<file path="config.mk">
export PLATFORM = sky130hd
export DESIGN_NAME = debug_cmd_engine
export DESIGN_NICKNAME = d
export VERILOG_FILES = /design/src/rtl/debug_cmd_engine_pkg.sv /design/src/rtl/debug_cmd_engine_timeout_ctr.sv /design/src/rtl/debug_cmd_engine.sv
export SDC_FILE = /design/constraint.sdc
export NUM_CORES = 1
export LEC_CHECK = 0
export CORE_UTILIZATION = 53
export CTS_CLUSTER_DIAMETER = 120
export DETAILED_ROUTE_END_ITERATION = 16
export HOLD_SLACK_MARGIN = 0.06
export PLACE_DENSITY_LB_ADDON = 0.3
export SYNTH_ARGS = -nofsm -noshare
export SYNTH_HDL_FRONTEND = slang
export SYNTH_SLANG_ARGS = --single-unit
</file>
<file path="constraint.sdc">
create_clock -name CLK -period 4.14 [get_ports CLK]
set_input_delay 0.828 -clock CLK [delete_from_list [all_inputs] [get_ports CLK]]
set_output_delay 0.828 -clock CLK [all_outputs]
set_load 0.02 [all_outputs]
</file>
<file path="src/rtl/debug_cmd_engine_pkg.sv">
// Shared opcode/reply byte codes and FSM state encoding for the debug command engine.
package debug_cmd_engine_pkg;

    localparam logic [7:0] OP_STOP  = 8'h53;
    localparam logic [7:0] OP_GO    = 8'h47;
    localparam logic [7:0] OP_READ  = 8'h52;
    localparam logic [7:0] OP_WRITE = 8'h57;

    localparam logic [7:0] RSP_OK   = 8'h4B;
    localparam logic [7:0] RSP_ERR  = 8'h45;
    localparam logic [7:0] RSP_UNK  = 8'h3F;
    localparam logic [7:0] RSP_TMO  = 8'h54;

    typedef enum logic [1:0] {
        ST_IDLE,
        ST_ARG,
        ST_BUSREQ,
        ST_RESP
    } state_t;

endpackage

</file>
<file path="src/rtl/debug_cmd_engine_timeout_ctr.sv">
// Loadable 8-bit down-counter with terminal-count flag; bounds the busInterface wait.
module debug_timeout_ctr (
    input  logic       clk,
    input  logic       reset,
    input  logic       load,
    input  logic [7:0] load_val,
    input  logic       en,
    output logic       tc
);

    logic [7:0] count;

    always_ff @(posedge clk) begin
        if (reset)
            count <= '0;
        else if (load)
            count <= load_val;
        else if (en && count != 8'd0)
            count <= count - 8'd1;
    end

    assign tc = (count == 8'd0);

endmodule

</file>
<file path="src/rtl/debug_cmd_engine.sv">
// Byte-serial debug command engine: parses host bytes, halts/releases the CPU and
// issues single 16-bit debug reads/writes through busInterface.
module debug_cmd_engine
    import debug_cmd_engine_pkg::*;
#(
    parameter int TIMEOUT = 255
) (
    input  logic        CLK,
    input  logic        RESET,
    input  logic [7:0]  RX_DATA,
    input  logic        RX_VALID,
    output logic [7:0]  TX_DATA,
    output logic        TX_VALID,
    input  logic        TX_READY,
    output logic        DEBUG_DEBUG,
    output logic        DEBUG_STOP,
    output logic [15:0] DEBUG_ADDR,
    output logic [15:0] DEBUG_DOUT,
    output logic        DEBUG_REQ_RD,
    output logic        DEBUG_REQ_WR,
    input  logic        DEBUG_RD,
    input  logic        DEBUG_WR,
    input  logic [15:0] DEBUG_DIN
);

    localparam logic [7:0] TMO_LOAD = 8'(TIMEOUT);

    state_t      state, state_n;
    logic [1:0]  arg_cnt, arg_cnt_n;
    logic        is_wr, is_wr_n;
    logic        second, second_n;
    logic [15:0] resp, resp_n;
    logic [7:0]  tx_data_n;
    logic        tx_valid_n;
    logic        stop_n, debug_n;
    logic [15:0] addr_n, dout_n;
    logic        req_rd_n, req_wr_n;
    logic        tmo_load, tmo_tc;
    logic        last_arg, strobe_hit;

    debug_timeout_ctr u_tmo (
        .clk      (CLK),
        .reset    (RESET),
        .load     (tmo_load),
        .load_val (TMO_LOAD),
        .en       (state == ST_BUSREQ),
        .tc       (tmo_tc)
    );

    always_ff @(posedge CLK) begin
        if (RESET) begin
            state        <= ST_IDLE;
            arg_cnt      <= '0;
            is_wr        <= 1'b0;
            second       <= 1'b0;
            resp         <= '0;
            TX_DATA      <= '0;
            TX_VALID     <= 1'b0;
            DEBUG_STOP   <= 1'b0;
            DEBUG_DEBUG  <= 1'b0;
            DEBUG_ADDR   <= '0;
            DEBUG_DOUT   <= '0;
            DEBUG_REQ_RD <= 1'b0;
            DEBUG_REQ_WR <= 1'b0;
        end else begin
            state        <= state_n;
            arg_cnt      <= arg_cnt_n;
            is_wr        <= is_wr_n;
            second       <= second_n;
            resp         <= resp_n;
            TX_DATA      <= tx_data_n;
            TX_VALID     <= tx_valid_n;
            DEBUG_STOP   <= stop_n;
            DEBUG_DEBUG  <= debug_n;
            DEBUG_ADDR   <= addr_n;
            DEBUG_DOUT   <= dout_n;
            DEBUG_REQ_RD <= req_rd_n;
            DEBUG_REQ_WR <= req_wr_n;
        end
    end

    assign last_arg   = is_wr ? (arg_cnt == 2'd3) : (arg_cnt == 2'd1);
    assign strobe_hit = is_wr ? DEBUG_WR : DEBUG_RD;

    always_comb begin
        state_n    = state;
        arg_cnt_n  = arg_cnt;
        is_wr_n    = is_wr;
        second_n   = second;
        resp_n     = resp;
        tx_data_n  = TX_DATA;
        tx_valid_n = TX_VALID;
        stop_n     = DEBUG_STOP;
        debug_n    = DEBUG_DEBUG;
        addr_n     = DEBUG_ADDR;
        dout_n     = DEBUG_DOUT;
        req_rd_n   = DEBUG_REQ_RD;
        req_wr_n   = DEBUG_REQ_WR;
        tmo_load   = 1'b0;

        case (state)
            ST_IDLE: begin
                if (RX_VALID) begin
                    second_n = 1'b0;
                    arg_cnt_n = '0;
                    case (RX_DATA)
                        OP_STOP: begin
                            stop_n     = 1'b1;
                            debug_n    = 1'b1;
                            tx_data_n  = RSP_OK;
                            tx_valid_n = 1'b1;
                            state_n    = ST_RESP;
                        end
                        OP_GO: begin
                            stop_n     = 1'b0;
                            debug_n    = 1'b0;
                            tx_data_n  = RSP_OK;
                            tx_valid_n = 1'b1;
                            state_n    = ST_RESP;
                        end
                        OP_READ: begin
                            is_wr_n = 1'b0;
                            state_n = ST_ARG;
                        end
                        OP_WRITE: begin
                            is_wr_n = 1'b1;
                            state_n = ST_ARG;
                        end
                        default: begin
                            tx_data_n  = RSP_UNK;
                            tx_valid_n = 1'b1;
                            state_n    = ST_RESP;
                        end
                    endcase
                end
            end

            ST_ARG: begin
                if (RX_VALID) begin
                    case (arg_cnt)
                        2'd0:    addr_n[15:8] = RX_DATA;
                        2'd1:    addr_n[7:0]  = RX_DATA;
                        2'd2:    dout_n[15:8] = RX_DATA;
                        default: dout_n[7:0]  = RX_DATA;
                    endcase
                    arg_cnt_n = arg_cnt + 2'd1;
                    if (last_arg) begin
                        if (DEBUG_STOP) begin
                            req_rd_n = ~is_wr;
                            req_wr_n = is_wr;
                            tmo_load = 1'b1;
                            state_n  = ST_BUSREQ;
                        end else begin
                            tx_data_n  = RSP_ERR;
                            tx_valid_n = 1'b1;
                            state_n    = ST_RESP;
                        end
                    end
                end
            end

            ST_BUSREQ: begin
                // Strobe is checked before the terminal count so it wins a tie.
                if (strobe_hit) begin
                    req_rd_n   = 1'b0;
                    req_wr_n   = 1'b0;
                    tx_valid_n = 1'b1;
                    state_n    = ST_RESP;
                    if (is_wr) begin
                        tx_data_n = RSP_OK;
                    end else begin
                        resp_n    = DEBUG_DIN;
                        tx_data_n = DEBUG_DIN[15:8];
                        second_n  = 1'b1;
                    end
                end else if (tmo_tc) begin
                    req_rd_n   = 1'b0;
                    req_wr_n   = 1'b0;
                    tx_data_n  = RSP_TMO;
                    tx_valid_n = 1'b1;
                    state_n    = ST_RESP;
                end
            end

            ST_RESP: begin
                if (TX_VALID && TX_READY) begin
                    if (second) begin
                        tx_data_n = resp[7:0];
                        second_n  = 1'b0;
                    end else begin
                        tx_valid_n = 1'b0;
                        state_n    = ST_IDLE;
                    end
                end
            end

            default: state_n = ST_IDLE;
        endcase
    end

endmodule

</file>
==> summary.txt <==
Drt
  – Initial drt markers: 232
  – Vias: 2938
  – DRC: 0
  – Wirelength per Cell: 14.9 um
  – WL final: 7570 um
  – Router iterations before antenna repair: 5
  – Vias per cell: 5.77
  – Antenna viol nets, final: 0

STA
  – Max Clk Rate: 0.364 GHz
  – Clock Skew: 0.0104 ns
  – Period utilization: 66.3%
  – Rel. slew slack: 21.1%
  – Post-layout minimum cycle time: 2.74 ns
  – Slew Limit Fails: 0
  – Setup violations, final: 0
  – Setup_tns: 0 ns
  – RSZ-0062 raised after global routing: false
  – Final Hold Vio Count: 0
  – Worst-Margin Slew: 1.18 ns

Yosys
  – Syn_nets: 414
  – Post-Synthesis Cell Area: 3080 um2
  – Post-synthesis register bit count: 66
  – Most common cell in the netlist: dfxtp_1
  – Synth top cells by count: 66 x dfxtp_1, 55 x a21oi_1, 43 x nand2_1
  – Ranking of synthesized cells by area: dfxtp_1 43%, a21oi_1 8.9%, nand3_1 6.3%
  – Main flop type after synthesis: dfxtp_1
  – Post-synthesis cell count: 373
  – Netlist cell types: 45
  – Sequential area share after synthesis: 42.8%
  – Mapped Avg Cell Area: 8.27 um2
  – EDFF count, synth: 0
  – Dominant cell type by area after synthesis: dfxtp_1
  – Asr flop ratio synth: 0%
  – Ys Warns: 0
  – Area share of the largest cell type after synthesis: 42.8%

Cells and area
  – Multi-input logic area: 1630 um2
  – Share of layout cells above drive strength 1: 5.49%
  – Post-layout util: 71.7%
  – Fillers: 446
  – Growth of design area from synthesis to finish: 29.6%
  – Storage element area: 1320 um2
  – Antenna fix cells: 0
  – Post-Layout Inst Area: 4000 um2
  – Layout Nets: 474

CTS
  – Hold_buf cts: 0
  – # Post-CTS Setup Buffers: 0
  – CTS H-tree depth: 3
  – Num CTS Buffers: 9
  – Clock Sinks: 66
  – Clock latency at the later pin of the worst-skew pair: 0.34 ns
  – CTS root buf: clkbuf_8
  – CTS tree: yes
  – Cts repair resizes: 0
  – Clock buffer depth: 2
  – Clock transition at the registers of the reported paths: 0.07 ns

Pwr
  – Power density cells: 571 nW/um2
  – Tot Pwr: 2280 uW
  – Clock power frac: 22.8%
  – Combinational power share: 41.8%
  – Pint: 1430 uW
  – Worst vdd ir: 0.000397 V
  – NetSw: 848 uW
  – Leak: 0.00140 uW
  – Sequential share of power: 35.4%
  – Switch share: 37.1%

Worst setup path
  – Setup CP Type: primary input to flip-flop
  – CP Capture Type: flip-flop
  – CP required: 4.37 ns
  – CP Launch Type: primary input
  – Critical path arrival: 2.98 ns
  – CP max FO: 9

GRT
  – First-pass GRT wire length: 12000 um
  – Initial antenna violation count: 0
  – Vias in the first global route: 2520
  – Largest net degree at the start of global routing: 69
  – GR Overflow Total: 0
  – Gr usage total: 25.6%

Die
  – Die ar.: 6130 um2
  – # rows: 27
  – Die Wd: 78.3 um
  – Core area: 5570 um2
  – Starting Density: 55.3%
  – Die Span Y: 78.3 um
  – Ports: 75

Place
  – IO buf count: 74
  – HPWL after DPL: 5270 um
  – GP Congestion: 0.818
  – DP Area: 3810 um2

Run
  – Maxcap violations: 0

Min path
  – Hold crit path type: flip-flop to flip-flop

Run status
  – Outcome: finished clean
## cells by family after synthesis
family | count (synthesis) | share of synthesized area, %
AOI/OAI and AO/OA | 93 | 17.6
buffers and inverters | 34 | 4.42
muxes | 14 | 4.54
adders and majority gates | 11 | 4.46
DFF | 66 | 42.8
xor gates and xnor gates | 7 | 1.99
and+or+nand+nor | 148 | 24.1
## worst max-delay path, stage by stage
cell and delay [ns]:
clkdlybuf4s50_1 0.62, xnor2_1 0.22, and4_1 0.22, a221oi_1 0.67
a21oi_1 0.13, a311oi_1 0.29
## per-layer routing
layer,global-route usage (%),share of wire [%],up-vias
met2,38.9,46,101
met3,7.44,6.1,10
met1,34.8,46,1386
met5,0,0,-
li1,-,-,1441
met4,7.96,1.3,0
## stage by stage
step	cells	hold slack (ns)	setup slack, ns
3_5_place_dp	494	0.448	1.11
6_report	509	0.453	1.40
5_1_grt	509	0.479	1.31
3_3_place_gp	494	0.442	1.20
2_1_floorplan	373	0.460	1.78
4_1_cts	509	0.456	1.48
## final cells by class
cell class | instances | share of cell area (%)
Multi-Input combinational cell | 273 | 40.7
Sequential cell | 66 | 33.1
Timing Repair Buffer | 75 | 18.6
Clock buffer | 12 | 3.63
Tap cell | 72 | 2.25
Clock inverter | 3 | 1.00
Inverter | 8 | 0.751
## path summary, 6_finish.rpt
kind	cells past startpoint	slack, ns	end	start
worst max-delay path	6	1.40	TX_DATA[6]	RX_DATA[2]
worst min-delay path	2	0.45	DEBUG_DOUT[12]	DEBUG_DOUT[12]
worst max register to register	7	1.69	TX_DATA[3]	state[0]
worst min register to register	2	0.45	DEBUG_DOUT[12]	DEBUG_DOUT[12]
## power by group through the flow
stage                     clock [uW]  sequential [uW]  combinational (uW)
final                            520              808                 954
after global routing             562              819                1040
after global placement             0              815                 922
after CTS                        531              806                 947
after detailed placement           0              818                 941
after floorplan                    0              863                 625
## placed cells by master, fill, tap and decap left out, types with 2 or more instances in the layout
cell type	n
nor2_1	23
dfxtp_1	66
nand2b_1	6
xor2_1	3
a21boi_0	2
nand3_1	39
nand4_1	4
nor3_1	6
xnor2_1	4
clkinv_2	2
a22oi_1	2
and3_2	2
a22o_1	2
clkbuf_8	10
a211oi_1	5
nand2_1	43
o21ai_0	15
a221oi_1	4
a221o_1	2
nand3b_1	4
ha_1	11
and2_1	3
inv_1	8
mux2i_1	14
clkdlybuf4s50_1	73
clkbuf_1	2
nor2b_1	4
o31ai_1	2
or3_1	2
a21oi_1	55
a311oi_1	2
and3_1	2
## state kept, by name, summed over array words and instances, names as in the netlist
signal and flops:
DEBUG_REQ_WR 1, TX_VALID 1, second 1, DEBUG_DOUT 16, resp 8, is_wr 1
TX_DATA 8, u_tmo.count 8, DEBUG_STOP 1, DEBUG_REQ_RD 1, arg_cnt 2, DEBUG_ADDR 16
state 2
(Power assumes the default switching activity.)
